--- config.mk ---
export PLATFORM = sky130hd
export DESIGN_NAME = route_lookup_sched
export DESIGN_NICKNAME = d
export VERILOG_FILES = /design/src/rtl/route_lookup_sched.sv
export SDC_FILE = /design/constraint.sdc
export NUM_CORES = 1
export LEC_CHECK = 0
export CORE_MARGIN = 2
export CORE_UTILIZATION = 45
export DETAILED_ROUTE_END_ITERATION = 7
export GPL_ROUTABILITY_DRIVEN = 0
export HOLD_SLACK_MARGIN = 0.15
export PLACE_DENSITY = 0.65
export SKIP_CTS_REPAIR_TIMING = 1
export SYNTH_ARGS = -nofsm -noshare
export SYNTH_HDL_FRONTEND = slang
export SYNTH_SLANG_ARGS = --single-unit
--- constraint.sdc ---
create_clock -name clk -period 5 [get_ports clk]
set_input_delay 1 -clock clk [delete_from_list [all_inputs] [get_ports clk]]
set_output_delay 1 -clock clk [all_outputs]
set_load 0.005 [all_outputs]
--- src/rtl/route_lookup_sched.sv ---
// route_lookup_sched: shared routing-table controller.
// After reset it preloads the DESTS-entry table from an external ROM (one entry
// per cycle), raises ready, then serves destination-to-port lookups from PORTS
// requesters through a single read port, one round-robin grant per cycle.
// Optional feature macro: ROUTE_TABLE_WRITE_EN adds wr_en/wr_addr/wr_data for
// runtime table updates; a write cycle grants no lookup.
//
// Lookup handshake: lk_req[i] is a level held with a stable lk_dest slice until
// lk_ack[i] is seen; lk_ack is a registered one-hot single-cycle pulse with
// lk_port valid in the same cycle. A port whose ack is high this cycle is not
// eligible, so a request still held through its ack cycle is never acked twice.
module route_lookup_sched #(
    parameter int PORTS     = 5,
    parameter int PORT_BITS = 8,
    parameter int SIZE      = 8
) (
    input  logic                          clk,
    input  logic                          reset,
    output logic [SIZE-2:0]               table_addr,
    input  logic [PORT_BITS-1:0]          table_data,
    output logic                          ready,
    input  logic [PORTS-1:0]              lk_req,
    input  logic [PORTS*(SIZE-1)-1:0]     lk_dest,
    output logic [PORTS-1:0]              lk_ack,
    output logic [PORT_BITS-1:0]          lk_port
`ifdef ROUTE_TABLE_WRITE_EN
    ,
    input  logic                          wr_en,
    input  logic [SIZE-2:0]               wr_addr,
    input  logic [PORT_BITS-1:0]          wr_data
`endif
);

    localparam int DEST_BITS = SIZE - 1;
    localparam int DESTS     = 2 ** DEST_BITS;
    localparam int RR_W      = (PORTS > 1) ? $clog2(PORTS) : 1;

    typedef enum logic {
        LOAD  = 1'b0,
        SERVE = 1'b1
    } state_t;

    state_t                 state;
    state_t                 state_next;
    logic [PORT_BITS-1:0]   route_table [DESTS];
    logic [RR_W-1:0]        rr;
    logic [RR_W-1:0]        rr_next;
    logic [RR_W-1:0]        grant_idx;
    logic                   grant_valid;
    logic [PORTS-1:0]       grant_onehot;
    logic [PORTS-1:0]       eligible;
    logic [DEST_BITS-1:0]   grant_dest;
    logic                   last_load;
    logic                   wr_active;
    int                     scan_idx;

    assign last_load = (table_addr == DEST_BITS'(DESTS - 1));

`ifdef ROUTE_TABLE_WRITE_EN
    assign wr_active = (state == SERVE) && wr_en;
`else
    assign wr_active = 1'b0;
`endif

    // State register.
    always_ff @(posedge clk) begin
        if (reset) state <= LOAD;
        else       state <= state_next;
    end

    // Next state: leave LOAD on the write of the final table entry.
    always_comb begin
        state_next = state;
        case (state)
            LOAD:    if (last_load) state_next = SERVE;
            SERVE:   state_next = SERVE;
            default: state_next = LOAD;
        endcase
    end

    // Round-robin arbiter: first eligible port at or above rr, wrapping mod PORTS.
    always_comb begin
        eligible     = lk_req & ~lk_ack;
        grant_valid  = 1'b0;
        grant_idx    = '0;
        grant_dest   = '0;
        grant_onehot = '0;
        scan_idx     = 0;
        for (int k = 0; k < PORTS; k++) begin
            scan_idx = int'(rr) + k;
            if (scan_idx >= PORTS) scan_idx = scan_idx - PORTS;
            for (int j = 0; j < PORTS; j++) begin
                if (!grant_valid && (j == scan_idx) && eligible[j]) begin
                    grant_valid     = 1'b1;
                    grant_idx       = RR_W'(j);
                    grant_dest      = lk_dest[j*DEST_BITS +: DEST_BITS];
                    grant_onehot[j] = 1'b1;
                end
            end
        end
        if (grant_idx == RR_W'(PORTS - 1)) rr_next = '0;
        else                               rr_next = grant_idx + 1'b1;
    end

    // Preload sequencing and registered lookup responses.
    always_ff @(posedge clk) begin
        if (reset) begin
            table_addr <= '0;
            ready      <= 1'b0;
            lk_ack     <= '0;
            lk_port    <= '0;
            rr         <= '0;
        end else begin
            case (state)
                LOAD: begin
                    lk_ack <= '0;
                    if (last_load) begin
                        table_addr <= '0;
                        ready      <= 1'b1;
                    end else begin
                        table_addr <= table_addr + 1'b1;
                    end
                end
                SERVE: begin
                    if (wr_active || !grant_valid) begin
                        lk_ack <= '0;
                    end else begin
                        lk_ack  <= grant_onehot;
                        lk_port <= route_table[grant_dest];
                        rr      <= rr_next;
                    end
                end
                default: lk_ack <= '0;
            endcase
        end
    end

    // Table storage: ROM preload in LOAD, optional runtime writes in SERVE; never cleared.
    always_ff @(posedge clk) begin
        if (!reset) begin
            if (state == LOAD) begin
                route_table[table_addr] <= table_data;
            end
`ifdef ROUTE_TABLE_WRITE_EN
            else if (wr_active) begin
                route_table[wr_addr] <= wr_data;
            end
`endif
        end
    end

endmodule

After elaboration in Yosys (flattened, before gate mapping) --
Memories as Yosys holds them, arrays and structs flattened. A register that Yosys moved wholly into a read port is not among the register bits. Index checks and enable logic that the tools add are counted.
Storage, ports and cells: input bits 50, memories kept 1, RAM bits 1024, register bits after elaboration 17, logic and storage cells 239, output and inout bits 21
Memories:
- route_table | words 128, width 8, read ports 1, clocked after memory_dff 1, write ports 1, line 45 | logic [PORT_BITS-1:0] route_table [DESTS];
Cells by class: order comparisons 5, reductions and logical operators 80, multiplexer cells 112, bitwise logic cells 3, add/subtract/negate cells 11, equality and inequality tests 22
Operators with widths (count):
- $eq A3 B32 Y1 const A | 10
- $mux W7 | 26
- $eq A2 B32 Y1 const A | 5
- $eq A4 B32 Y1 const A | 5
- $logic_not A32 Y1 | 5
- $mux W32 | 5
- $mux W3 | 24
- $mux W1 | 54
- $logic_and A1 B1 Y1 | 49
- $logic_not A1 Y1 | 24
- $sub A4 B3 Y5 const B | 4
- $ge A4 B3 Y1 const B | 4
- $pmux W5 S2 | 1
- $add A3 B2 Y4 const B | 2
- $add A7 B1 Y7 const B | 1
- $eq A7 B7 Y1 const B | 1
- $and A5 B5 Y5 | 1
- $mux W5 | 1
- $not A5 Y5 | 1
- $add A3 B1 Y4 const B | 1
- $add A3 B3 Y4 const B | 1
- $reduce_and A2 Y1 | 2
- $sub A3 B3 Y4 const B | 1
- $add A3 B1 Y3 const B | 1
- 4 further kinds | 4

Longest topological paths before layout --
Gate-level depths: netlist of run 1.
depth after elaboration 103, gate-level depth with buffers 28, depth with buffers taken out 19

Worst setup path before layout of run 1 --
OpenSTA, ideal clock, no wires.
path kind register to register, from register rr[2], to register lk_port[3], read port of route_table, arrival 5.289 ns, period minus slack after synthesis 5.405 ns, path buffers 5, setup slack -0.405 ns, setup time 0.116 ns, cell stages (with the launch flop) 23, required time 4.884 ns, cell sequence dfxtp_1 buf_4 inv_1 ha_1 a211oi_4 mux2_2 nor4_1 o41ai_4 and4_1 buf_2 a221oi_1 or3b_1 a2111oi_4 or2_1 buf_4 buf_4 nand2_1 buf_2 o22ai_1 nor3_1 nor4_1 nand4_1 and4_1
Between the ends: longest elaborated chain between the ends 102, elaborated cells on any way between the ends 168, those cells by class 9 x add/sub; 5 x order compare; 20 x eq/ne; 55 x mux; 79 x reduce/logical
RTL lines:
- start, declared | line 46 | logic [RR_W-1:0] rr;
- start signal, assigned | line 130 | rr <= rr_next;
- $sub A3 B3 Y4 or $ge A3 B3 Y1 (tied branches) | line 91 | if (scan_idx >= PORTS) scan_idx = scan_idx - PORTS;
- $mux W32 | line 91
- $logic_not A32 Y1 | line 93 | if (!grant_valid && (j == scan_idx) && eligible[j]) begin
- $logic_and A1 B1 Y1 | line 93
- $mux W1 | line 93
- $logic_not A1 Y1 | line 93
- $logic_and A1 B1 Y1 (2 in series) | line 93
- $mux W1 | line 93
- (+83 left out)
- $mux W1 | line 93
- $logic_not A1 Y1 | line 93
- $logic_and A1 B1 Y1 (2 in series) | line 93
- $mux W1 | line 93
- $logic_not A1 Y1 | line 93
- $logic_and A1 B1 Y1 (2 in series) | line 93
- $mux W1 | line 93
- $reduce_and A2 Y1 (no line)
- end, declared | line 25 | output logic [PORT_BITS-1:0] lk_port
Several ways; a longest one is shown, not always the timed one. A chain may end at the register's enable or synchronous reset.

Worst setup path in the final report of run 1 --
from register rr[1], to register lk_port[4], read port of route_table
Same word-level chain as after synthesis.

==> results of run 1 <==
## per-layer routing
layer	wire length, µm	vias up
met1	59600	17200
li1	-	15000
met2	70700	2111
met5	0	-
met3	15400	370
met4	7750	0
## sequential cells by signal, summed over array words and instances, names as in the netlist
| name | cells |
|---|---|
| state | 1 |
| ready | 1 |
| table_addr | 7 |
| route_table | 1024 |
| lk_ack | 5 |
| rr | 3 |
| lk_port | 8 |
## area by class of cell
type,count,area share
flip-flops and latches,1049,0.526
multi-input cells,2155,0.257
repair buffers,876,0.130
clock buffers,127,0.0463
well taps,1368,0.0288
clock inverters,64,0.0100
inverters,43,0.00288
## cells by family after synthesis
kind of cell,Yosys count,synth area share
buffers and inverters,237,0.0248
multiplexers,317,0.0710
AND/OR/NAND/NOR,1131,0.114
AO/OA/AOI/OAI,681,0.107
flip-flops,1049,0.677
XOR/XNOR,9,0.00171
adder cells (fa/ha/maj),17,0.00477
## final timing paths
kind / startpoint / to / slack (ns) / depth (start not counted)
min: ready / ready / 0.47 / 2
max reg2reg: rr[1] / lk_port[4] / -0.55 / 25
max: rr[1] / lk_port[4] / -0.55 / 25
min reg2reg: ready / ready / 0.47 / 2
## stage by stage
step | setup WS (ns) | area (µm²) | util
global placement | -1.53 | 53700 | 0.528
global route | -0.606 | 59500 | 0.585
CTS | -1.15 | 57000 | 0.560
floorplan | 0.00747 | 46300 | -
detailed placement | -1.48 | 53700 | 0.528
finish | -0.545 | 59500 | 0.585
## critical path, stage by stage (launching register included)
cell and delay, ns:
dfxtp_4 0.39, inv_6 0.06, ha_4 0.33, or4bb_4 0.56
nor2_2 0.12, o41a_1 0.29, or4_4 0.24, buf_4 0.12
nor4_2 0.04, buf_4 0.15, buf_4 0.16, a32o_1 0.21
or3_4 0.34, a221oi_4 0.28, o21a_1 0.22, buf_12 0.16
buf_4 0.17, nand3_2 0.08, buf_6 0.15, buf_4 0.17
a211oi_1 0.34, nor2_1 0.14, a31oi_2 0.27, o31ai_4 0.09
buf_4 0.16, and3b_1 0.17
## Yosys cell counts (60+ instances only)
cell type,instances
o22ai_1,68
o21ai_0,87
edfxtp_1,1024
clkbuf_1,60
mux2_2,75
mux2i_1,233
buf_2,96
a211oi_1,61
nor2_1,255
a21oi_1,107
nand3_1,141
nand2_1,441
## power groups by stage
| stage | sequential [µW] | combinational, µW | clock [µW] |
|---|---|---|---|
| 6_report | 9670 | 2920 | 7740 |
| 5_1_grt | 9670 | 3030 | 8160 |
| 4_1_cts | 9670 | 2500 | 7780 |
| 3_5_place_dp | 9860 | 2490 | 0 |
| 3_3_place_gp | 9860 | 2470 | 0 |
| 2_1_floorplan | 9850 | 1170 | 0 |
==> flow_metrics.py, run 1 <==
metrics = {
    "run_status": {
        "status": "finished with violations",
        "failed_checks": "setup timing",
    },
    "die": {
        "die_h_um": 324,
        "ioPinCount": 71,
        "core-area_mm2": 0.102,
        "rows": 117,
        "fp.dieW_um": 324,
        "initial_core_util": 0.454,
        "fp.dieArea_mm2": 0.105,
    },
    "pwr": {
        "p_seq_frac": 0.476,
        "p_clk_frac": 0.381,
        "cell_internal_pwr_uw": 15300,
        "pwr-share-comb": 0.144,
        "peakVddDrop_mv": 0.315,
        "swShare": 0.249,
        "p_per_area_mw_per_mm2": 342,
        "fin_total_pwr_uw": 20300,
        "p_sw_uw": 5070,
        "p_leak_uw": 0.0214,
    },
    "grt": {
        "antenna_found_initial": 3,
        "grt_pass1_vias": 33100,
        "grt_pass1_wl_um": 217000,
        "met2_usage": 0.436,
        "use_met3": 0.0529,
        "use_met1": 0.367,
        "grt_use_total": 0.275,
        "gr-max-usage-layer": "met2",
        "grt_max_degree": 90,
        "grt_overflow": 0,
    },
    "synth": {
        "synth_area_mm2": 0.0462,
        "yosysSeqAreaShare": 0.677,
        "ys_warn_count": 0,
        "ys_types": 106,
        "synth_edf_count": 1024,
        "synthCells": 3441,
        "ys_seq_elements": 1049,
        "synth_fp_nets": 3508,
        "yosys.area.top_type_share": 0.666,
        "avgSynthCellArea_um2": 13.4,
        "yosys_most_used_dff": "edfxtp_1",
        "synth_area_leaders": "edfxtp_1 67%, mux2i_1 5.1%, nand2_1 3.6%",
        "synth_top_area_cell": "edfxtp_1",
        "async_flop_share": 0,
    },
    "timing": {
        "fin_setup_tns_ns": -3.63,
        "period_share": 1.11,
        "relSlewSlack": 0.228,
        "hold_slack_ns": 0.466,
        "final_max_slew_viol_count": 0,
        "grt_setup_unrepaired": "true",
        "worst_slew_pin_slew_ns": 1.16,
        "final-setup-viol-count": 8,
        "fin_ws_ns": -0.545,
        "finalClockSkew_ns": 0.0361,
        "min_period_ns": 5.55,
        "hold_viol": 0,
        "fmax_mhz": 180,
    },
    "layout": {
        "nFillCells": 7829,
        "diodes": 0,
        "final_nets": 4296,
        "register_area_mm2": 0.0313,
        "syn2layout_area_growth_pct": 28.8,
        "stdcell_count": 5682,
        "final_cell_mix": "1024 x edfxtp_1, 717 x buf_4, 432 x nand2_1, 244 x nor2_1, 225 x mux2i_1",
        "final_common_cell": "edfxtp_1",
        "multi_input_area_mm2": 0.0153,
        "drive_gt1_frac": 0.297,
    },
    "critical_path": {
        "critPathRequiredTime_ns": 5.60,
        "crit_fanout": 9,
        "critical_path_class": "register to register",
        "crit_arrival_ns": 6.14,
        "end_kind": "register",
        "crit_path_start_kind": "register",
    },
    "clock_tree": {
        "clk_pin_slew_ns": 0.06,
        "clockRootBuffer": "clkbuf_16",
        "cts_buffers": 104,
        "clk_latency_ns": 0.70,
        "cts.path.max_buffers": 3,
        "cts.sinks": 1049,
        "h-tree-depth": 3,
        "cts_tree": "built",
    },
    "min_path": {
        "hold_path_class": "register to register",
    },
    "routing": {
        "firstDrtPassIters": 8,
        "vias": 34700,
        "drtIter0Drc": 4373,
        "drc": 0,
        "ant_nets": 0,
        "wl_per_cell_um": 27.0,
        "viasPerCell": 6.10,
        "totalWireLength_um": 153000,
    },
    "placement": {
        "port_buffers": 70,
        "hpwl_um": 103000,
        "placed_cells": 5405,
    },
    "job": {
        "cap_violations": 0,
    },
}
No activity file was read; power rests on OpenSTA's default activity.
==> inputs of run 2 (changes only) <==
- CELL_PAD_IN_SITES_DETAIL_PLACEMENT: not set -> 1
- CELL_PAD_IN_SITES_GLOBAL_PLACEMENT: not set -> 1
- PLACE_DENSITY: 0.65 -> 0.75
- SKIP_CTS_REPAIR_TIMING: 1 -> not set
==> flow_metrics.py, run 2 (synthesis results as in run 1) <==
metrics = {
    "run_status": {
        "status": "finished with violations",
        "failed_checks": "DRC, setup timing",
    },
    "clock_tree": {
        "cts.path.max_buffers": 3,
        "cts_tree": "built",
        "cts.sinks": 1049,
        "clk_latency_ns": 0.73,
        "cts_buffers": 108,
        "clockRootBuffer": "clkbuf_16",
        "clk_pin_slew_ns": 0.07,
        "ctsHoldBuffers": 0,
        "h-tree-depth": 3,
    },
    "die": {
        "core-area_mm2": 0.102,
        "die_h_um": 324,
        "rows": 117,
        "initial_core_util": 0.454,
        "ioPinCount": 71,
        "fp.dieW_um": 324,
        "fp.dieArea_mm2": 0.105,
    },
    "critical_path": {
        "timing.rr.start": "rr[2]",
        "max_stage_delay_ns": 0.62,
        "crit_path_start_kind": "register",
        "crit_arrival_ns": 6.52,
        "crit_fanout": 7,
        "critical_path_class": "register to register",
        "crit_slowest_cell": "or4_4",
        "end_kind": "register",
        "critPathLaunch": "rr[2]",
        "critPathRequiredTime_ns": 5.60,
    },
    "pwr": {
        "p_leak_uw": 0.0213,
        "peakVddDrop_mv": 0.346,
        "p_per_area_mw_per_mm2": 352,
    },
    "layout": {
        "largest_reg_flops": 1024,
        "final_cell_mix": "1024 x edfxtp_1, 661 x buf_4, 434 x nand2_1, 245 x nor2_1, 222 x mux2i_1",
        "final_common_cell": "edfxtp_1",
        "syn2layout_area_growth_pct": 28.3,
        "drive_gt1_frac": 0.286,
        "largest_register": "route_table",
        "final_core_util": 0.583,
        "final_nets": 4260,
        "reg_top3": "route_table x1024, lk_port x8, table_addr x7",
        "nFillCells": 9897,
    },
    "timing": {
        "relSlewSlack": 0.163,
        "grt_setup_unrepaired": "true",
        "hold_viol": 0,
        "period_share": 1.18,
        "final-setup-viol-count": 8,
        "finalClockSkew_ns": 0.0536,
        "hold_slack_ns": 0.502,
        "min_period_ns": 5.91,
        "fin_setup_tns_ns": -6.35,
        "fin_ws_ns": -0.914,
        "worst_slew_pin_slew_ns": 1.25,
        "final_max_slew_viol_count": 0,
        "fmax_mhz": 169,
    },
    "grt": {
        "grt_overflow": 0,
        "antenna_found_initial": 4,
        "grt_max_degree": 96,
        "grt_pass1_wl_um": 264000,
        "grt_use_total": 0.340,
        "grt_pass1_vias": 38600,
    },
    "job": {
        "cap_violations": 0,
    },
    "placement": {
        "port_buffers": 70,
        "hpwl_um": 119000,
    },
    "routing": {
        "drc": 1,
        "firstDrtPassIters": 8,
        "vias": 37200,
        "viasPerCell": 6.58,
        "totalWireLength_um": 185000,
        "drtIter0Drc": 5318,
        "ant_nets": 0,
        "wl_per_cell_um": 32.7,
    },
    "min_path": {
        "hold_path_class": "register to register",
        "hp-start": "ready",
    },
}
run 2: cell types whose count changed in the layout (fill, tap and decap cells not counted), moves of 7 or more:
cell and change:
a2111oi_4 -8, buf_4 -56, a211oi_2 -8, buf_12 +9, buf_8 +7
run 2: cell type report:
| class | instances | area [µm²] | area share |
|---|---|---|---|
| well taps | 1368 | 1710 | 0.0289 |
| flip-flops and latches | 1049 | 31300 | 0.527 |
| multi-input cells | 2155 | 15100 | 0.255 |
| diodes | 2 | 5.00 | 0.0000844 |
| repair buffers | 836 | 7550 | 0.127 |
| clock inverters | 65 | 572 | 0.00965 |
| inverters | 43 | 178 | 0.00300 |
| clock buffers | 134 | 2850 | 0.0481 |
run 2: metrics by stage:
| step | std cells | area, µm² | setup WS, ns | power [µW] |
|---|---|---|---|---|
| after detailed placement | 5370 | 53500 | -1.73 | 12400 |
| after floorplan | 3441 | 46300 | 0.00747 | 11000 |
| after global routing | 5650 | 59300 | -0.982 | 21200 |
| after CTS | 5636 | 58800 | -0.691 | 20600 |
| final | 5652 | 59300 | -0.914 | 20900 |
| after global placement | 5370 | 53500 | -1.57 | 12400 |
run 2: critical path: cells and delay by family, from the launching register on:
family | cells | cell delay, ns
flip-flops | 1 | 0.36
buffers and inverters | 9 | 1.26
multiplexers | 1 | 0.38
AO/OA/AOI/OAI | 5 | 1.14
adder cells (fa/ha/maj) | 1 | 0.19
AND/OR/NAND/NOR | 9 | 2.48
run 2: final timing paths:
check          endpoint  slack (ns)  cells past startpoint
max          lk_port[3]       -0.91                     25
min               ready        0.50                      2
max reg2reg  lk_port[3]       -0.91                     25
min reg2reg       ready        0.50                      2
run 2: metal layers:
metal / GRT usage / vias up / share of wire
met4: 0.205 / 2 / 0.073
met5: 0 / - / 0.000065
met3: 0.0753 / 879 / 0.11
li1: - / 14900 / -
met2: 0.543 / 2936 / 0.46
met1: 0.425 / 18500 / 0.35
run 2: what timing repair did:
item,4_1_cts,5_1_grt
cloned,5,1
gates resized for setup,275,55
setup buffers,64,15
pin swaps,81,43
setup endpoints to repair,8,8
run 2: power by group:
part           internal (µW)  switching [µW]
clock                   4500            3560
sequential              9660            15.5
combinational           1240            1890
total                  15400            5460
